**config.mk**
```make
export PLATFORM = sky130hd
export DESIGN_NAME = cdb_arbiter
export DESIGN_NICKNAME = d
export VERILOG_FILES = /design/src/rtl/cdb_pkg.sv /design/src/rtl/rr_pick.sv /design/src/rtl/cdb_arbiter.sv
export SDC_FILE = /design/constraint.sdc
export NUM_CORES = 1
export LEC_CHECK = 0
export ABC_AREA = 1
export BUFFER_PORTS_ARGS = -buffer_cell sky130_fd_sc_hd__buf_2
export CAP_MARGIN = 20
export CORE_MARGIN = 3
export CORE_UTILIZATION = 34
export CTS_CLUSTER_SIZE = 28
export DETAILED_ROUTE_END_ITERATION = 6
export SYNTH_ARGS = -nofsm -noshare
export SYNTH_HDL_FRONTEND = slang
export SYNTH_SLANG_ARGS = --single-unit
```
**constraint.sdc**
```tcl
create_clock -name clk -period 2.78 [get_ports clk]
set_clock_uncertainty 0.2 [all_clocks]
set_input_delay 0 -clock clk [delete_from_list [all_inputs] [get_ports clk]]
set_output_delay 0 -clock clk [all_outputs]
set_load 0.02 [all_outputs]
```
**src/rtl/cdb_pkg.sv**
```systemverilog
// Shared constants and types for the common data bus: source indices and bus widths.
package cdb_pkg;

    localparam int unsigned CDB_NSRC   = 4;
    localparam int unsigned CDB_ID_W   = 5;
    localparam int unsigned CDB_DATA_W = 32;

    typedef enum logic [1:0] {
        SRC_ALU = 2'd0,
        SRC_MUL = 2'd1,
        SRC_DIV = 2'd2,
        SRC_LSB = 2'd3
    } cdb_src_e;

endpackage

```
**src/rtl/rr_pick.sv**
```systemverilog
// Rotating-priority encoder: the first set request at or after ptr (wrapping) wins.
module rr_pick #(
    parameter int unsigned NSRC  = 4,
    parameter int unsigned PTR_W = (NSRC > 1) ? $clog2(NSRC) : 1
) (
    input  logic [NSRC-1:0]  req,
    input  logic [PTR_W-1:0] ptr,
    output logic [NSRC-1:0]  gnt,
    output logic [PTR_W-1:0] gnt_idx,
    output logic             any
);

    localparam int unsigned SUM_W = PTR_W + 1;

    logic [SUM_W-1:0] sum;
    logic [PTR_W-1:0] idx;

    // Wrap by compare so non-power-of-2 source counts stay in range.
    always_comb begin
        gnt     = '0;
        gnt_idx = '0;
        any     = 1'b0;
        sum     = '0;
        idx     = '0;
        for (int unsigned k = 0; k < NSRC; k++) begin
            sum = {1'b0, ptr} + SUM_W'(k);
            if (sum >= SUM_W'(NSRC)) begin
                sum = sum - SUM_W'(NSRC);
            end
            idx = sum[PTR_W-1:0];
            if (!any && req[idx]) begin
                gnt[idx] = 1'b1;
                gnt_idx  = idx;
                any      = 1'b1;
            end
        end
    end

endmodule

```
**src/rtl/cdb_arbiter.sv**
```systemverilog
// Common data bus arbiter: one holding register per execution unit, round-robin
// selection of one held result per cycle into a registered CDB broadcast.
module cdb_arbiter
    import cdb_pkg::*;
#(
    parameter int unsigned NSRC   = CDB_NSRC,
    parameter int unsigned ID_W   = CDB_ID_W,
    parameter int unsigned DATA_W = CDB_DATA_W
) (
    input  logic                     clk,
    input  logic                     rst,
    input  logic                     hci_rdy,
    input  logic                     rob_rst,
    input  logic [NSRC-1:0]          src_valid,
    input  logic [NSRC*ID_W-1:0]     src_id,
    input  logic [NSRC*DATA_W-1:0]   src_val,
    output logic [NSRC-1:0]          src_ready,
    output logic                     cdb_en,
    output logic [ID_W-1:0]          cdb_id,
    output logic [DATA_W-1:0]        cdb_val,
    output logic [1:0]               cdb_src
);

    localparam int unsigned PTR_W = (NSRC > 1) ? $clog2(NSRC) : 1;

    logic [NSRC-1:0]   hold_v_q,   hold_v_d;
    logic [ID_W-1:0]   hold_id_q   [NSRC];
    logic [ID_W-1:0]   hold_id_d   [NSRC];
    logic [DATA_W-1:0] hold_val_q  [NSRC];
    logic [DATA_W-1:0] hold_val_d  [NSRC];
    logic [PTR_W-1:0]  rr_ptr_q,   rr_ptr_d;
    logic              cdb_en_q,   cdb_en_d;
    logic [ID_W-1:0]   cdb_id_q,   cdb_id_d;
    logic [DATA_W-1:0] cdb_val_q,  cdb_val_d;
    logic [1:0]        cdb_src_q,  cdb_src_d;

    logic [NSRC-1:0]   gnt;
    logic [PTR_W-1:0]  gnt_idx;
    logic              gnt_any;

    rr_pick #(
        .NSRC  (NSRC),
        .PTR_W (PTR_W)
    ) u_rr_pick (
        .req     (hold_v_q),
        .ptr     (rr_ptr_q),
        .gnt     (gnt),
        .gnt_idx (gnt_idx),
        .any     (gnt_any)
    );

    // A slot can accept a new result when empty or when it drains this cycle.
    assign src_ready = {NSRC{hci_rdy & ~rob_rst}} & (~hold_v_q | gnt);

    always_comb begin
        hold_v_d   = hold_v_q;
        hold_id_d  = hold_id_q;
        hold_val_d = hold_val_q;
        rr_ptr_d   = rr_ptr_q;
        cdb_en_d   = cdb_en_q;
        cdb_id_d   = cdb_id_q;
        cdb_val_d  = cdb_val_q;
        cdb_src_d  = cdb_src_q;

        if (hci_rdy) begin
            if (rob_rst) begin
                hold_v_d = '0;
                cdb_en_d = 1'b0;
                rr_ptr_d = '0;
            end else begin
                cdb_en_d = gnt_any;
                if (gnt_any) begin
                    cdb_id_d          = hold_id_q[gnt_idx];
                    cdb_val_d         = hold_val_q[gnt_idx];
                    cdb_src_d         = 2'(gnt_idx);
                    hold_v_d[gnt_idx] = 1'b0;
                    rr_ptr_d          = (gnt_idx == PTR_W'(NSRC - 1)) ? '0
                                                                      : gnt_idx + PTR_W'(1);
                end
                // Refill after the grant clear so a same-edge handover wins.
                for (int unsigned i = 0; i < NSRC; i++) begin
                    if (src_valid[i] && src_ready[i]) begin
                        hold_v_d[i]   = 1'b1;
                        hold_id_d[i]  = src_id[i*ID_W +: ID_W];
                        hold_val_d[i] = src_val[i*DATA_W +: DATA_W];
                    end
                end
            end
        end
    end

    always_ff @(posedge clk) begin
        if (rst) begin
            hold_v_q  <= '0;
            rr_ptr_q  <= '0;
            cdb_en_q  <= 1'b0;
            cdb_id_q  <= '0;
            cdb_val_q <= '0;
            cdb_src_q <= '0;
            for (int unsigned i = 0; i < NSRC; i++) begin
                hold_id_q[i]  <= '0;
                hold_val_q[i] <= '0;
            end
        end else begin
            hold_v_q   <= hold_v_d;
            hold_id_q  <= hold_id_d;
            hold_val_q <= hold_val_d;
            rr_ptr_q   <= rr_ptr_d;
            cdb_en_q   <= cdb_en_d;
            cdb_id_q   <= cdb_id_d;
            cdb_val_q  <= cdb_val_d;
            cdb_src_q  <= cdb_src_d;
        end
    end

    assign cdb_en  = cdb_en_q;
    assign cdb_id  = cdb_id_q;
    assign cdb_val = cdb_val_q;
    assign cdb_src = cdb_src_q;

endmodule

```
==> Word level (Yosys, flattened, before mapping) <==
Index checks and enable logic that the tools add are counted.
{ "totals": {"ff_bits": 194} }
{ "classes": {"add_sub_neg": 8, "order_cmp": 15, "n_eq_ne": 1, "mux": 50, "n_bitwise": 11, "n_reduce_logical": 30} }
{ "op_table": {"columns": ["cell", "count"], "rows": [
  ["$bmux W32 S2", 1],
  ["$mux W32", 2],
  ["$mux W4", 6],
  ["$mux W2", 11],
  ["$mux W1", 18],
  ["$or A4 B4 Y4", 4],
  ["$lt A2 B3 Y1 const B", 5],
  ["$reduce_and A3 Y1", 5],
  ["$ge A3 B3 Y1 const B", 4],
  ["$logic_and A1 B1 Y1", 12],
  ["$reduce_bool A3 Y1", 4],
  ["$bmux W5 S2", 1],
  ["$demux W1 S2", 5],
  ["$ge A2 B1 Y1 const B", 5],
  ["$mux W5", 2],
  ["$reduce_and A2 Y1", 5],
  ["$and A4 B4 Y4", 2],
  ["$bmux W1 S2", 4],
  ["$not A4 Y4", 2],
  ["$sub A2 B1 Y2 const B", 4],
  ["$add A2 B2 Y3 const B", 2],
  ["$add A2 B1 Y3 const B", 1],
  ["$ge A2 B3 Y1 const B", 1],
  ["$logic_not A1 Y1", 3],
  ["6 further kinds", 6]
]} }

==> Longest topological paths before layout <==
{ "depth": {"depth_word": 23, "ltp_mapped": 17, "ltp_nobuf": 16} }

==> Cells and area by module <==
From an unflattened synthesis, not the netlist that was laid out.
{ "unflattened": {"hier_cells": 1280, "hier_area_um2": 8907.3} }
{ "modules_own_cells": {"columns": ["mod", "instances", "cells_per_inst", "area_per_inst_um2", "seq_area_each_um2"], "rows": [
  ["cdb_arbiter", 1, 1206, 8466.9, 3883.7],
  ["rr_pick", 1, 74, 440.4, 0.0]
]} }

==> Worst setup path after synthesis <==
No wires, ideal clock.
{ "synth_path": {"path_kind": "register to register", "start": "reg rr_ptr_q[0]", "end": "reg hold_v_q[2]", "setup_ns": 0.073, "arrival_ns": 2.312, "required_time_ns": 2.507, "setup_slack_ns": 0.195, "stages_incl_launch_ff": 18, "n_path_buf": 2, "period_less_slack_ns": 2.585, "path_cell_list": "dfxtp_1 -> inv_2 -> ha_1 -> inv_1 -> nand2_2 -> nand2_4 -> nor2_8 -> buf_6 -> nand4_1 -> nand2_1 -> inv_2 -> buf_2 -> ha_1 -> nor2_1 -> nand2_1 -> nand2_1 -> nand2_1 -> a21oi_1"} }
{ "synth_between": {"elab_chain_len": 23, "elab_cells_between_ends": 79, "classes_between": "add/sub (7); order compare (14); mux (37); bitwise (7); reduce/logical (14)"} }
{ "synth_rtl": {"columns": ["element", "line_no", "text"], "rows": [
  ["from (decl)", "cdb_arbiter.sv:31", "logic [PTR_W-1:0] rr_ptr_q, rr_ptr_d;"],
  ["from (signal assigned)", "cdb_arbiter.sv:108", "rr_ptr_q <= rr_ptr_d;"],
  ["parallel branches: the longest is 13 deep, another holds $add A2 B1 Y3", null, null],
  ["$mux W2 *", "rr_pick.sv:31", "if (!any && req[idx]) begin"],
  ["net gnt_idx[1]", "cdb_arbiter.sv:38", "logic [PTR_W-1:0] gnt_idx;"],
  ["$lt A2 B3 Y1 (not written as such) / $ge A2 B1 Y1 (equally long branches)", "cdb_arbiter.sv:76", "hold_v_d[gnt_idx] = 1'b0;"],
  ["$logic_and A1 B1 Y1 (not written as such)", "cdb_arbiter.sv:76", null],
  ["$mux W1 (not written as such)", "cdb_arbiter.sv:76", null],
  ["$demux W1 S2 *", "cdb_arbiter.sv:76", null],
  ["$not A4 Y4 (no line) *", null, null],
  ["$and A4 B4 Y4 (no line) *", null, null],
  ["$mux W4 *", "cdb_arbiter.sv:72", "if (gnt_any) begin"],
  ["$mux W1 *", "cdb_arbiter.sv:82", "if (src_valid[i] && src_ready[i]) begin"],
  ["$mux W4 *", "cdb_arbiter.sv:66", "if (rob_rst) begin"],
  ["to (signal assigned)", "cdb_arbiter.sv:105", "hold_v_q <= hold_v_d;"],
  ["to (decl)", "cdb_arbiter.sv:26", "logic [NSRC-1:0] hold_v_q, hold_v_d;"]
]} }
Mark *: on every way through the listed nets, which the timed path passes. The select of a mux whose other input is x is not followed.
A chain may end at the register's enable or synchronous reset.

==> Final worst setup path <==
{ "layout_path": {"start": "reg rr_ptr_q[0]", "end": "reg hold_id_q[14] in the netlist's numbering"} }
{ "layout_between": {"elab_chain_len": 18, "elab_cells_between_ends": 63, "classes_between": "add/sub (7); order compare (12); mux (27); bitwise (5); reduce/logical (12)"} }
{ "layout_rtl": {"columns": ["element", "line_no", "text"], "rows": [
  ["parallel branches: the longest is 13 deep, another holds $add A2 B1 Y3", null, null],
  ["$mux W4 *", "rr_pick.sv:31", null],
  ["$or A4 B4 Y4 *", "cdb_arbiter.sv:53", "assign src_ready = {NSRC{hci_rdy & ~rob_rst}} & (~hold_v_q | gnt);"],
  ["$and A4 B4 Y4 *", "cdb_arbiter.sv:53", null],
  ["$logic_and A1 B1 Y1 *", "cdb_arbiter.sv:82", null],
  ["$reduce_and A3 Y1 (no line) *", null, null],
  ["to (signal assigned)", "cdb_arbiter.sv:106", "hold_id_q <= hold_id_d;"],
  ["to (decl)", "cdb_arbiter.sv:27", "logic [ID_W-1:0] hold_id_q [NSRC];"]
]} }
Every way passes the cells marked *. The select of a mux whose other input is x is not followed.

==> results.json <==
{
  "routabilityCongestion": 0.8943,
  "met1_usage_pct": 27.90,
  "placeableCoreArea_mm2": 0.02995,
  "final_period_util_pct": 95.68,
  "synthCells": 1449,
  "initial_utilization_pct": 34.89,
  "nNetsFinal": 1929,
  "die_x_um": 181.3,
  "clock-sinks": 194,
  "finalSetupViolCount": 0,
  "synth_top_area_cells": "dfxtp_1 (37%), nand2_1 (11%), nand3_1 (9.6%)",
  "dieHeight_um": 181.3,
  "dp.cells": 1961,
  "drt-initial-drc-count": 778,
  "tritoncts": "done",
  "regArea_mm2": 0.003885,
  "cts_made_buffers": 17,
  "worst_hold_path_type": "in2reg",
  "clkLatencyLatePin_ps": 450,
  "wirelength_um": 36620,
  "start_kind": "register",
  "detailed_place_hpwl_um": 24010,
  "minimum_clock_period_ps": 2660,
  "rsz0062_at_grt": "no",
  "drt.antenna.violating_nets": 0,
  "cts.reportedPaths.clkPinSlew_ps": 80,
  "setup_total_negative_slack_ps": 0,
  "path_max_fanout": 8,
  "clk_path_buf_depth": 2,
  "fmax_ghz": 0.3759,
  "root_buffer": "clkbuf_16",
  "fillerInstances": 2956,
  "timing.critical_path.to": "hold_id_q[14]$_SDFFE_PP0P_",
  "setup_slack_of_the_most_critical_reg_to_reg_path_ps": 120,
  "area_of_combinational_cells_with_multiple_inputs_mm2": 0.005172,
  "max_cap_violations": 0,
  "grt_pass1_wl_um": 56390,
  "grt-busiest-layer": "met2",
  "worst_slew_pin_slew_ps": 606.9,
  "post-synth-top-area-cell": "dfxtp_1",
  "number_of_antenna_violations_at_the_first_check_in_global_routing": 0,
  "global_route.usage.total_pct": 21.32,
  "endpoint_kind": "register",
  "slew_limit_headroom_pct": 59.54,
  "synthesis.area_mm2": 0.01045,
  "setup.worst_path.class": "reg2reg",
  "drive_above_1_share_pct": 25.73,
  "syn-mean-instance-area_um2": 7.213,
  "ant_diodes": 0,
  "hold_violations": 0,
  "via_count_of_the_first_global_routing_pass": 10390,
  "drc": 0,
  "synth_nets": 1615,
  "synth.yosys.seq_area_share_pct": 37.16,
  "ys_seq_elements": 194,
  "run_status": "finished, final reports clean",
  "layoutNonFillerInstCount": 2166,
  "cp-startpoint": "rr_ptr_q[0]$_SDFFE_PP0P_",
  "reg2reg_depth": 13,
  "synth_top_area_share_pct": 37.16,
  "worstPathRequired_ps": 2950,
  "post_synth_num_cell_types": 26,
  "power.leakage_nw": 5.818,
  "timing.final.max_slew_violations": 0,
  "met2_usage_pct": 35.83,
  "yosys_warnings": 0,
  "detail_route.vias_per_cell": 5.001,
  "timing.rr.end": "hold_id_q[14]$_SDFFE_PP0P_",
  "grt_overflow": 0,
  "grt_start_max_net_pins": 64,
  "fp-row-count": 63,
  "ios": 200,
  "cts_htree_levels": 4,
  "die_area_mm2": 0.03288,
  "vias": 10830,
  "wl_per_cell_um": 16.91,
  "regToRegStartpoint": "rr_ptr_q[0]$_SDFFE_PP0P_",
  "ir_drop_mv": 0.5275,
  "worst_hold_startpoint": "src_val[17]",
  "power-per-cell-area_mw_per_mm2": 533.8,
  "syn2layout_area_growth_pct": 36.01,
  "detail_route.first_pass.iterations": 5,
  "cp_data_arrival_time_ps": 2830,
  "count_of_input_and_output_buffers": 199,
  "met3_usage_pct": 3.845
}
## power by group
| part | internal (mW) | total [mW] | leakage [nW] | switching (mW) |
|---|---|---|---|---|
| registers | 2.90 | 2.96 | 1.58 | 0.0669 |
| clock network | 1.40 | 2.66 | 0.303 | 1.26 |
| logic | 0.780 | 1.97 | 3.94 | 1.19 |
| total | 5.08 | 7.59 | 5.82 | 2.51 |
## per-stage QoR
step	instance area (um2)	setup slack [ps]	util (%)	hold slack (ps)	total power [mW]
4_1_cts	14050	11.91	46.91	137.4	7.573
2_1_floorplan	10450	194.8	-	-57.33	4.185
5_1_grt	14210	11.43	47.46	150.7	7.926
3_3_place_gp	11790	244.4	39.36	60.49	4.746
6_report	14210	120.0	47.46	150.6	7.588
3_5_place_dp	11790	224.5	39.36	60.66	4.762
## what timing repair did
| action | in CTS | in global routing |
|---|---|---|
| pin swaps | 0 | 3 |
| resized for setup | 1 | 13 |
| endpoints found under the hold margin | 170 | 0 |
| buffers inserted | 0 | 7 |
| endpoints found under the setup margin | 1 | 17 |
| cloned | 0 | 3 |
| hold buffers | 163 | 0 |
## critical path: stages, from the launching register on
cell and delay, ps:
dfxtp_2 330, inv_2 80, buf_6 140, nand2_1 90, nand3_2 100, nand2_4 110, buf_12 150, nor2_8 110
nand4_1 110, nand3_2 140, and2_2 240, nand3_1 80, dlygate4sd3_1 570, a21oi_1 120
## layout make-up
class,instances,share of cell area (%)
flip-flops and latches,194,27.33
repair buffers,411,23.07
inverters,203,5.360
clock inverters,14,1.329
multi-input cells,936,36.39
well taps,390,3.433
clock buffers,18,3.090
## flip-flops by register name, indices dropped and copies added, names as in the netlist
signal	cells
cdb_val	32
rr_ptr_q	2
cdb_en	1
hold_v_q	4
cdb_src	2
hold_id_q	20
hold_val_q	128
cdb_id	5
## cells in the final DEF (no fill, tap or decap), types with 2 or more instances in the layout
cell type and instances:
nand2_1 300, inv_1 198, buf_2 198, nand3_1 194, dfxtp_1 193, dlygate4sd3_1 162, a21oi_1 99, nand3_2 85
nand4_1 80, nor2_1 79, a21oi_2 62, buf_4 26, buf_12 20, clkbuf_16 18, nand2_2 9, ha_1 9
inv_6 6, inv_2 5, and2_2 4, nand3_4 3, nand2_4 3, clkinv_8 3, buf_6 3, nor2_4 2
bufinv_16 2
## how the worst min path moves through the flow
stage,end,cells past startpoint
after floorplan,hold_val_q[10]$_SDFFE_PP0P_,2
after global placement,hold_val_q[53]$_SDFFE_PP0P_,3
after detailed placement,hold_val_q[45]$_SDFFE_PP0P_,3
after CTS,hold_val_q[51]$_SDFFE_PP0P_,4
after global routing,hold_val_q[21]$_SDFFE_PP0P_,4
final,hold_val_q[113]$_SDFFE_PP0P_,4
## synthesized netlist by cell type
master / n
nand4_1: 80
nor2_8: 1
buf_8: 6
nand2_4: 2
inv_2: 4
dfxtp_1: 194
and2_4: 1
clkbuf_1: 30
o21ai_0: 1
o21bai_1: 1
buf_4: 15
buf_6: 15
nand3_2: 82
a21boi_0: 1
a21oi_2: 61
nand3_1: 200
o211ai_1: 1
and2_2: 3
nor2_1: 80
buf_2: 49
a21oi_1: 100
ha_1: 10
nand2_2: 7
buf_1: 3
inv_1: 199
nand2_1: 303
## layer usage
metal  share of wire, %  routed length (um)
met5                  0                   0
met4                2.3                 855
met3                6.4                2348
met2                 48               17460
met1                 44               15960
## logic make-up (layout without fill, tap and decap cells)
group	count (synthesis)	after routing	synth area share [%]
DFF	194	194	37.16
AOI/OAI and AO/OA	165	165	10.16
buffers and inverters	321	646	14.38
adders and majority gates	10	10	1.197
and+or+nand+nor	759	761	37.10
(Power assumes the default switching activity.)
